`src/rtl/tx_frame_arbiter.sv`:
```
// Two-source AXI-Stream frame arbiter: sync frames (s0) win over data frames (s1),
// bounded by P_SYNC_BURST, with optional post-frame idle gap. Stats enabled by `TX_ARB_STATS_EN.
module tx_frame_arbiter #(
  parameter int unsigned P_SYNC_BURST = 4,
  parameter int unsigned P_IDLE_GAP   = 0
) (
  input  logic        i_clk,
  input  logic        i_rst,
  input  logic        i_stat_rx_status,
  input  logic        s0_axis_tvalid,
  output logic        s0_axis_tready,
  input  logic [63:0] s0_axis_tdata,
  input  logic        s0_axis_tlast,
  input  logic [7:0]  s0_axis_tkeep,
  input  logic        s1_axis_tvalid,
  output logic        s1_axis_tready,
  input  logic [63:0] s1_axis_tdata,
  input  logic        s1_axis_tlast,
  input  logic [7:0]  s1_axis_tkeep,
  output logic        o_tx_axis_tvalid,
  output logic [63:0] o_tx_axis_tdata,
  output logic        o_tx_axis_tlast,
  output logic [7:0]  o_tx_axis_tkeep,
  output logic        o_tx_axis_tuser,
  input  logic        i_tx_axis_tready,
  output logic [1:0]  o_grant,
  output logic [31:0] o_sync_frame_cnt,
  output logic [31:0] o_data_frame_cnt
);
  typedef enum logic [1:0] {IDLE, GRANT_S0, GRANT_S1, GAP} state_t;

  localparam logic [7:0] BURST_MAX   = 8'(P_SYNC_BURST);
  localparam logic [3:0] GAP_LAST    = (P_IDLE_GAP > 0) ? 4'(P_IDLE_GAP - 1) : 4'd0;
  localparam state_t     AFTER_FRAME = (P_IDLE_GAP > 0) ? GAP : IDLE;

  state_t     state;
  logic [7:0] burst_cnt;
  logic [3:0] gap_cnt;
  logic       burst_full;
  logic       s0_done;
  logic       s1_done;

  assign burst_full = (burst_cnt == BURST_MAX);
  assign s0_done    = (state == GRANT_S0) && s0_axis_tvalid && i_tx_axis_tready && s0_axis_tlast;
  assign s1_done    = (state == GRANT_S1) && s1_axis_tvalid && i_tx_axis_tready && s1_axis_tlast;

  // o_grant is registered alongside the state so the mux select never glitches
  always_ff @(posedge i_clk or posedge i_rst) begin
    if (i_rst) begin
      state     <= IDLE;
      o_grant   <= 2'b00;
      burst_cnt <= 8'd0;
      gap_cnt   <= 4'd0;
    end else begin
      case (state)
        IDLE: begin
          if (!s1_axis_tvalid) burst_cnt <= 8'd0;
          if (i_stat_rx_status && s0_axis_tvalid && !(burst_full && s1_axis_tvalid)) begin
            state   <= GRANT_S0;
            o_grant <= 2'b01;
          end else if (i_stat_rx_status && s1_axis_tvalid) begin
            state   <= GRANT_S1;
            o_grant <= 2'b10;
          end
        end
        GRANT_S0: begin
          if (s0_done) begin
            if (!burst_full) burst_cnt <= burst_cnt + 8'd1;
            state   <= AFTER_FRAME;
            o_grant <= 2'b00;
          end
        end
        GRANT_S1: begin
          if (s1_done) begin
            burst_cnt <= 8'd0;
            state     <= AFTER_FRAME;
            o_grant   <= 2'b00;
          end
        end
        GAP: begin
          if (gap_cnt == GAP_LAST) begin
            gap_cnt <= 4'd0;
            state   <= IDLE;
          end else begin
            gap_cnt <= gap_cnt + 4'd1;
          end
        end
        default: begin
          state   <= IDLE;
          o_grant <= 2'b00;
        end
      endcase
    end
  end

  always_comb begin
    o_tx_axis_tvalid = 1'b0;
    o_tx_axis_tdata  = 64'd0;
    o_tx_axis_tlast  = 1'b0;
    o_tx_axis_tkeep  = 8'd0;
    s0_axis_tready   = 1'b0;
    s1_axis_tready   = 1'b0;
    if (o_grant[0]) begin
      o_tx_axis_tvalid = s0_axis_tvalid;
      o_tx_axis_tdata  = s0_axis_tdata;
      o_tx_axis_tlast  = s0_axis_tlast;
      o_tx_axis_tkeep  = s0_axis_tkeep;
      s0_axis_tready   = i_tx_axis_tready;
    end else if (o_grant[1]) begin
      o_tx_axis_tvalid = s1_axis_tvalid;
      o_tx_axis_tdata  = s1_axis_tdata;
      o_tx_axis_tlast  = s1_axis_tlast;
      o_tx_axis_tkeep  = s1_axis_tkeep;
      s1_axis_tready   = i_tx_axis_tready;
    end
  end

  assign o_tx_axis_tuser = 1'b0;

`ifdef TX_ARB_STATS_EN
  logic [31:0] sync_cnt;
  logic [31:0] data_cnt;

  always_ff @(posedge i_clk or posedge i_rst) begin
    if (i_rst) begin
      sync_cnt <= 32'd0;
      data_cnt <= 32'd0;
    end else begin
      if (s0_done) sync_cnt <= sync_cnt + 32'd1;
      if (s1_done) data_cnt <= data_cnt + 32'd1;
    end
  end

  assign o_sync_frame_cnt = sync_cnt;
  assign o_data_frame_cnt = data_cnt;
`else
  assign o_sync_frame_cnt = 32'd0;
  assign o_data_frame_cnt = 32'd0;
`endif

endmodule

```
`config.mk`:
```
export PLATFORM = sky130hd
export DESIGN_NAME = tx_frame_arbiter
export DESIGN_NICKNAME = d
export VERILOG_FILES = /design/src/rtl/tx_frame_arbiter.sv
export SDC_FILE = /design/constraint.sdc
export NUM_CORES = 1
export LEC_CHECK = 0
export CORE_AREA = 2 2 114 116
export CTS_CLUSTER_DIAMETER = 40
export DETAILED_ROUTE_END_ITERATION = 10
export DIE_AREA = 0 0 116 118
export HOLD_SLACK_MARGIN = 0.1
export MAX_ROUTING_LAYER = met4
export SKIP_LAST_GASP = 1
export SLEW_MARGIN = 20
export SYNTH_ARGS = -nofsm -noshare
export SYNTH_HDL_FRONTEND = slang
export SYNTH_SLANG_ARGS = --single-unit
export TNS_END_PERCENT = 10
```
`constraint.sdc`:
```
create_clock -name i_clk -period 6.08 [get_ports i_clk]
set_input_delay 1.216 -clock i_clk [delete_from_list [all_inputs] [get_ports i_clk]]
set_output_delay 1.216 -clock i_clk [all_outputs]
set_load 0.02 [all_outputs]
```
# Yosys cells after proc, flatten, opt, wreduce, memory -nomap -nowiden
# Cells that the tools add are included.
[totals] regBits=16 inputBits=152 output_inout_bits=143
[op_classes] addsub=2 eq_ne=10 n_mux=24 reduce_logical=17
[ops] cell="64-bit two-way mux" n=2
[ops] cell="8-bit two-way mux" n=6
[ops] cell="8-bit one-hot mux with 3 select lines" n=1
[ops] cell="1-bit logical AND" n=10
[ops] cell="2-bit two-way mux" n=5
[ops] cell="2-bit != test (second input constant)" n=5
[ops] cell="8-bit by 1-bit adder with 8-bit output (second input constant)" n=1
[ops] cell="8-bit by 3-bit == test with 1-bit output (second input constant)" n=1
[ops] cell="2-bit one-hot mux with 4 select lines" n=1
[ops] cell="4-bit AND reduction" n=2
[ops] cell="1-bit two-way mux" n=7
[ops] cell="2-bit one-hot mux with 3 select lines" n=1
[ops] cell="5-bit AND reduction" n=1
[ops] cell="4-bit by 1-bit adder with 4-bit output (second input constant)" n=1
[ops] cell="2-bit == test (second input constant)" n=2
[ops] cell="4-bit zero test" n=1
[ops] cell="4-bit two-way mux" n=1
[ops] cell="3-bit != test (second input constant)" n=1
[ops] cell="3-bit nonzero test" n=1
[ops] cell="2-bit by 1-bit == test with 1-bit output (second input constant)" n=1
[ops] cell="2-bit zero test" n=1
[ops] cell="1-bit zero test" n=1

# Depth between registers and ports, before layout
# Gate-level depths: netlist of run 1.
[depth] word_depth=6 depth_mapped=9

# Least setup slack after synthesis of run 1
# OpenSTA, ideal clock, no wires.
[synth_timing] path_kind="register -> output" startpoint="register o_grant[0]" endpoint="output o_tx_axis_tdata[14]" arrival_ps=1515 setup_slack_ps=3349 stages_incl_launch_ff=5 n_path_buf=2 cell_sequence="dfrtp_1 -> nor2b_1 -> clkbuf_1 -> buf_1 -> a22o_1"
[synth_between] elab_chain_cells=1
[synth_rtl] item="from (decl)" line_no="26" rtl="output logic [1:0] o_grant,"
[synth_rtl] item="from (signal assigned)" line_no="51" rtl="o_grant <= 2'b00;"
[synth_rtl] item="from (signal assigned)" line_no="60" rtl="o_grant <= 2'b01;"
[synth_rtl] item="from (signal assigned)" line_no="63" rtl="o_grant <= 2'b10;"
[synth_rtl] item="64-bit two-way mux" line_no="103" rtl="if (o_grant[0]) begin"
[synth_rtl] item="to (decl)" line_no="21" rtl="output logic [63:0] o_tx_axis_tdata,"
# Every way passes these cells.

# Worst setup path after layout of run 1
[layout_timing] startpoint="input s1_axis_tvalid" endpoint="output o_tx_axis_tvalid"
[layout_between] elab_chain_cells=2
[layout_rtl] item="from (decl)" line_no="15" rtl="input logic s1_axis_tvalid,"
[layout_rtl] item="1-bit two-way mux" line_no="109" rtl="end else if (o_grant[1]) begin"
[layout_rtl] item="1-bit two-way mux" line_no="103"
[layout_rtl] item="to (decl)" line_no="20" rtl="output logic o_tx_axis_tvalid,"
# Every way passes these cells.

==> run summary, run 1 <==
result of the run = complete, no violations
number of global-route vias before repair = 2648
floorplan core area = 0.0124 mm²
leading cell types in the layout, fill and taps excluded = sky130_fd_sc_hd__clkdlybuf4s50_1, sky130_fd_sc_hd__a22o_1, sky130_fd_sc_hd__conb_1
fraction of the mapped netlist area in compound gates = 36.8%
average vias per placed instance = 4.15
P per Cell Area = 348 mW/mm²
root buffer selected by CTS = sky130_fd_sc_hd__clkbuf_16
setup repair after global routing missed its margin = no
layout overhead on the synthesized area = 103%
transition time at the pin with the least slew margin = 0.761 ns
max frequency = 0.264 GHz
fraction of power consumed by the clock network = 9.1%
startpoint-to-endpoint class of the critical path = in2out
Synth cell types = 40
most frequent standard cell in the layout excluding fill and tap cells = sky130_fd_sc_hd__clkdlybuf4s50_1
Setup Skew = 0.00245 ns
Critical Path Start Type = input pin
number of remaining DRC errors = 0
Tightest Hold Check Type = reg2reg
CTS Hold Bufs = 0
crit-path cells = clkdlybuf4s50_1 > a22o_1 > clkdlybuf4s50_1
main combinational cell family by area after synthesis = compound AO/OA/AOI/OAI gates
number of max-cap violations = 0
mux cell area share after synthesis = 1.44%
startpoint of the worst-slack reg-to-reg timing path = state[1]$_DFFE_PP0P_
initial antenna violation count = 17
fraction of layout cells with a size suffix above 1 = 3.32%
placed cell area = 0.00444 mm²
number of resized instances in the post-cts repair step = 0
Post-Layout Inst Area = 0.00458 mm²
basic-gate share of the synthesized area counting and, or, nand and nor cells = 11.5%
TritonCTS clock tree = built
setup TNS = 0 ns
max-slew headroom at the worst pin = 49.3%
proportion of synthesized flip-flops having asynchronous set or reset = 100%
starting density of the core = 18.2%
number of setup violations in the final report = 0
combinational fraction of design power = 82.5%
gp weighted congestion = 0.915
switching share of power = 46.4%
number of H-tree branching levels = 1
die span in y = 118 µm
start point of the critical path = s1_axis_tvalid
pin count of the biggest net entering global routing = 78
Overall Global Routing Usage = 16.3%
critical path endpoint category = primary output
Max Buffers Root-to-Sink = 2
data arrival time of the worst path = 2.57 ns
global-route wire length before repair = 16400 µm
number of flip-flops and latches in the synthesized netlist = 16
instance count of the mapped netlist = 269
total number of clock tree sinks = 16
total area of multi-input combinational cells = 0.00148 mm²
number of enable-type register cells in the synthesized netlist = 0
post-route fraction of the period consumed by the critical path = 62.3%
Worst Setup Slack post-DPL = 2.30 ns
Clk Latency, worst-skew pair = 0.25 ns
most instantiated flip-flop cell in the synthesis netlist = sky130_fd_sc_hd__dfrtp_1
DIE WIDTH = 116 µm
Peak supply drop = 133 µV
XOR/XNOR Fraction of Synth Area = 0.388%
final net count = 643
Period minus WS final = 3.79 ns
post-synthesis sequential area ratio = 17.7%
sequential share of power = 8.4%
area enclosed by the die boundary = 0.0137 mm²
leakage = 0.00192 µW
Largest delay share family, worst path = buffers and inverters
number of buffer cells added on primary ports = 229
clock transition at the registers of the reported paths = 0.05 ns
residual overflow from global routing = 0
required arrival time at the worst endpoint = 4.86 ns
routed wirelength normalized by instance count = 17.5 µm
most common cell type on the critical path = sky130_fd_sc_hd__clkdlybuf4s50_1
Hold Crit Start = gap_cnt[3]$_DFFE_PP0P_
number of design-rule violations left by the first detailed-router iteration = 106
post-synthesis adder-cell area fraction = 4.43%
worst path buffer plus inverter count = 2
final-report hold violation count = 0
combined area of all synthesized cells = 0.00226 mm²
number of rows created at floorplan = 41
syn_area_per_cell = 8.40 µm²
highest fanout seen on the critical path = 7
Core Util, Final = 36.9%
remaining antenna violation count after routing = 0
routed wire length = 11700 µm
internal power summed over all cells = 852 µW
HPWL after DPL = 10200 µm
First-pass DRT Iterations = 4
number of max-slew violations in the final report = 0
Top-Level Pins = 295
Worst Setup Slack, final = 2.29 ns
highest-delay cell along the critical path = sky130_fd_sc_hd__clkdlybuf4s50_1
TritonCTS buffer count = 3
switching pwr = 738 µW
Filler Cell Count = 1286
Largest stage delay, worst path = 0.60 ns
yosys warns = 0
Post-CTS Setup Repair Bufs = 0
register area = 402 µm²
vias post-DR = 2788
logic make-up after synthesis:
group	count (synthesis)
AO/OA/AOI/OAI	96
XOR/XNOR	1
adder cells (fa/ha/maj)	8
buffers and inverters	96
flip-flops	16
multiplexers	3
other	1
AND/OR/NAND/NOR	48
worst reg2reg max path, delay by kind of cell (launching register included):
kind | cells | cell delay (ns)
adders and majority gates | 1 | 0.51
and+or+nand+nor | 2 | 0.70
AOI/OAI and AO/OA | 2 | 0.49
DFF | 1 | 0.42
buffers and inverters | 1 | 0.10
state kept, by name, indices dropped and copies added, names as in the netlist:
signal	count
o_grant	2
gap_cnt	4
state	2
burst_cnt	8
layer usage:
layer	share of wire (%)	global-route usage [%]	wire length, µm
met1	41	18.8	4780
met2	42	23.5	4870
met3	18	13.1	2070
met4	0.10	0.372	12
met5	0	-	0
metrics by stage:
| stage | power, µW | cells | hold WS (ns) |
|---|---|---|---|
| 2_1_floorplan | 905 | 333 | 0.460 |
| 6_report | 1590 | 671 | 0.494 |
| 3_3_place_gp | 1450 | 650 | 0.474 |
| 4_1_cts | 1610 | 654 | 0.501 |
| 5_1_grt | 1690 | 671 | 0.542 |
| 3_5_place_dp | 1460 | 650 | 0.494 |
path summary, 6_finish.rpt:
kind,end,slack [ns],depth (start not counted)
max,o_tx_axis_tvalid,2.29,3
min,gap_cnt[3]$_DFFE_PP0P_,0.49,1
max reg2reg,burst_cnt[3]$_DFFE_PP0P_,3.74,6
min reg2reg,gap_cnt[3]$_DFFE_PP0P_,0.49,1
max in group asynchronous,o_grant[0]$_DFFE_PP0P_,4.27,2
min in group asynchronous,burst_cnt[0]$_DFFE_PP0P_,1.35,2
Yosys cell counts (all sizes together), types with 2 or more instances:
cell | instances | area [µm²]
nor2 | 4 | 15.0
nand2 | 14 | 52.6
and3 | 2 | 13.8
nor2b | 4 | 25.0
clkbuf | 10 | 37.5
mux2 | 2 | 22.5
nand3 | 10 | 50.1
nand4 | 4 | 25.0
o221ai | 3 | 26.3
dfrtp | 16 | 400
buf | 76 | 548
inv | 10 | 37.5
a32o | 3 | 30.0
nor3 | 2 | 10.0
or4b | 2 | 20.0
a22o | 74 | 648
ha | 8 | 100
and2 | 3 | 21.3
o21ai | 6 | 30.0
power by group through the flow:
stage	Sequential, µW	Clock, µW	Combinational [µW]
floorplan	140	0	765
global route	136	153	1400
detailed placement	136	0	1320
CTS	134	146	1330
global placement	135	0	1320
finish	134	145	1310
cell type report:
class	count	share of cell area [%]
multi-input combinational	221	32.4
antenna	17	0.930
inverter	10	0.820
timing repair buffer	231	50.4
clock buffer	4	1.94
tap	172	4.70
sequential	16	8.78
(Power assumes the default switching activity.)
==> inputs of run 2 (changes only) <==
- CORE_AREA: 2 2 114 116 -> 2 2 115 117
- DIE_AREA: 0 0 116 118 -> 0 0 117 119
- clock period: 6.08 -> 3.8 ns (I/O delays scaled with it)
==> run 2 against run 1 <==
First-iteration DRC count up 7.5%; hold slack improved by 0.033 ns; final cell count shrank 1.5%; core utilization is 1.6 points lower; clock skew rose by 0.00085 ns; setup slack got worse by 1.4 ns; largest cell class unchanged.
==> run summary, run 2 (synthesis gave the netlist of run 1 again) <==
startpoint-to-endpoint class of the critical path = reg2out
total area of multi-input combinational cells = 0.00148 mm²
TritonCTS buffer count = 3
number of buffer cells added on primary ports = 229
Critical Path Start Type = register
Filler Cell Count = 1319
Tightest Hold Check Type = reg2reg
TritonCTS clock tree = built
setup TNS = 0 ns
Top-Level Pins = 295
root buffer selected by CTS = sky130_fd_sc_hd__clkbuf_16
number of design-rule violations left by the first detailed-router iteration = 114
Largest regs = burst_cnt: 8 flops, gap_cnt: 4 flops
layout overhead on the synthesized area = 101%
average vias per placed instance = 4.13
Overall Global Routing Usage = 13.9%
remaining antenna violation count after routing = 0
Worst Setup Slack, final = 0.846 ns
register area = 402 µm²
max reg flops = 8
setup repair after global routing missed its margin = no
global-route wire length before repair = 14800 µm
pin count of the biggest net entering global routing = 78
clock transition at the registers of the reported paths = 0.05 ns
transition time at the pin with the least slew margin = 0.778 ns
starting density of the core = 17.5%
total number of clock tree sinks = 16
CTS Hold Bufs = 0
fraction of layout cells with a size suffix above 1 = 3.31%
leading cell types in the layout, fill and taps excluded = sky130_fd_sc_hd__clkdlybuf4s50_1, sky130_fd_sc_hd__a22o_1, sky130_fd_sc_hd__conb_1
highest fanout seen on the critical path = 77
residual overflow from global routing = 0
number of max-cap violations = 0
Peak supply drop = 274 µV
Core Util, Final = 35.3%
max-slew headroom at the worst pin = 48.1%
final net count = 644
initial antenna violation count = 2
Post-CTS Setup Repair Bufs = 0
DIE WIDTH = 117 µm
result of the run = complete, no violations
final-report hold violation count = 0
Worst Setup Slack post-DPL = 0.890 ns
routed wire length = 10300 µm
floorplan core area = 0.0129 mm²
max frequency = 0.339 GHz
post-route fraction of the period consumed by the critical path = 77.7%
number of remaining DRC errors = 0
gp weighted congestion = 0.828
register-to-register setup slack = 1.43 ns
most frequent standard cell in the layout excluding fill and tap cells = sky130_fd_sc_hd__clkdlybuf4s50_1
critical path endpoint category = primary output
Max Buffers Root-to-Sink = 2
First-pass DRT Iterations = 4
Setup Skew = 0.00330 ns
Top reg by flops = burst_cnt
die span in y = 119 µm
HPWL after DPL = 8860 µm
P per Cell Area = 556 mW/mm²
data arrival time of the worst path = 2.19 ns
required arrival time at the worst endpoint = 3.04 ns
area enclosed by the die boundary = 0.0139 mm²
combinational fraction of design power = 83.3%
number of max-slew violations in the final report = 0
Clk Latency, worst-skew pair = 0.24 ns
number of resized instances in the post-cts repair step = 0
routed wirelength normalized by instance count = 15.5 µm
fraction of power consumed by the clock network = 8.2%
number of global-route vias before repair = 2618
switching pwr = 1170 µW
internal power summed over all cells = 1350 µW
vias post-DR = 2727
switching share of power = 46.4%
number of rows created at floorplan = 42
leakage = 0.00192 µW
sequential share of power = 8.5%
number of H-tree branching levels = 1
Period minus WS final = 2.95 ns
number of setup violations in the final report = 0
-- run 2: cell count changes in the layout (fill, tap and decap cells not counted) --
cell,previous run,this run
sky130_fd_sc_hd__clkbuf_1,0,1
sky130_fd_sc_hd__buf_4,2,3
sky130_fd_sc_hd__clkbuf_8,1,0
sky130_fd_sc_hd__diode_2,17,2
-- run 2: final cells by class --
cell class	count	area share, %
Sequential cell	16	8.85
Antenna cell	2	0.110
Multi-Input combinational cell	221	32.7
Clock buffer	4	1.74
Timing Repair Buffer	232	51.0
Tap cell	176	4.85
Inverter	10	0.827
-- run 2: worst paths after layout --
path                                          start                       end  depth (start not counted)
hold / removal             burst_cnt[7]$_DFFE_PP0P_  burst_cnt[7]$_DFFE_PP0P_                          1
min in group asynchronous                     i_rst  burst_cnt[0]$_DFFE_PP0P_                          2
setup reg to reg               state[1]$_DFFE_PP0P_  burst_cnt[6]$_DFFE_PP0P_                          6
setup / recovery             o_grant[0]$_DFFE_PP0P_        o_tx_axis_tdata[9]                          3
max in group asynchronous                     i_rst    o_grant[0]$_DFFE_PP0P_                          2
hold reg to reg            burst_cnt[7]$_DFFE_PP0P_  burst_cnt[7]$_DFFE_PP0P_                          1
-- run 2: metrics by stage --
step	total power (µW)	area [µm²]	std cells	hold slack, ns
after floorplan	1450	2500	333	0.460
after global placement	2310	4460	655	0.480
after detailed placement	2340	4460	655	0.518
after CTS	2550	4540	659	0.531
after global routing	2680	4540	661	0.547
final	2520	4540	661	0.527
-- run 2: power by group through the flow --
stage | clock [µW] | combinational (µW) | sequential (µW)
6_report | 206 | 2100 | 216
5_1_grt | 224 | 2240 | 219
4_1_cts | 211 | 2120 | 216
3_5_place_dp | 0 | 2120 | 218
3_3_place_gp | 0 | 2100 | 217
2_1_floorplan | 0 | 1220 | 224
-- run 2: critical path, cell delays in order, from the launching register on --
cell and delay [ns]:
sky130_fd_sc_hd__dfrtp_2 0.38, sky130_fd_sc_hd__buf_4 0.57, sky130_fd_sc_hd__a22o_1 0.28, sky130_fd_sc_hd__clkdlybuf4s50_1 0.63
-- run 2: routing by layer --
| layer | global-route usage, % | wire length, µm | up-vias |
|---|---|---|---|
| met5 | - | 0 | - |
| met4 | 0.441 | 12 | 0 |
| met3 | 2.65 | 701 | 2 |
| met2 | 25.1 | 5370 | 124 |
| met1 | 16.9 | 4180 | 1289 |
| li1 | - | - | 1312 |
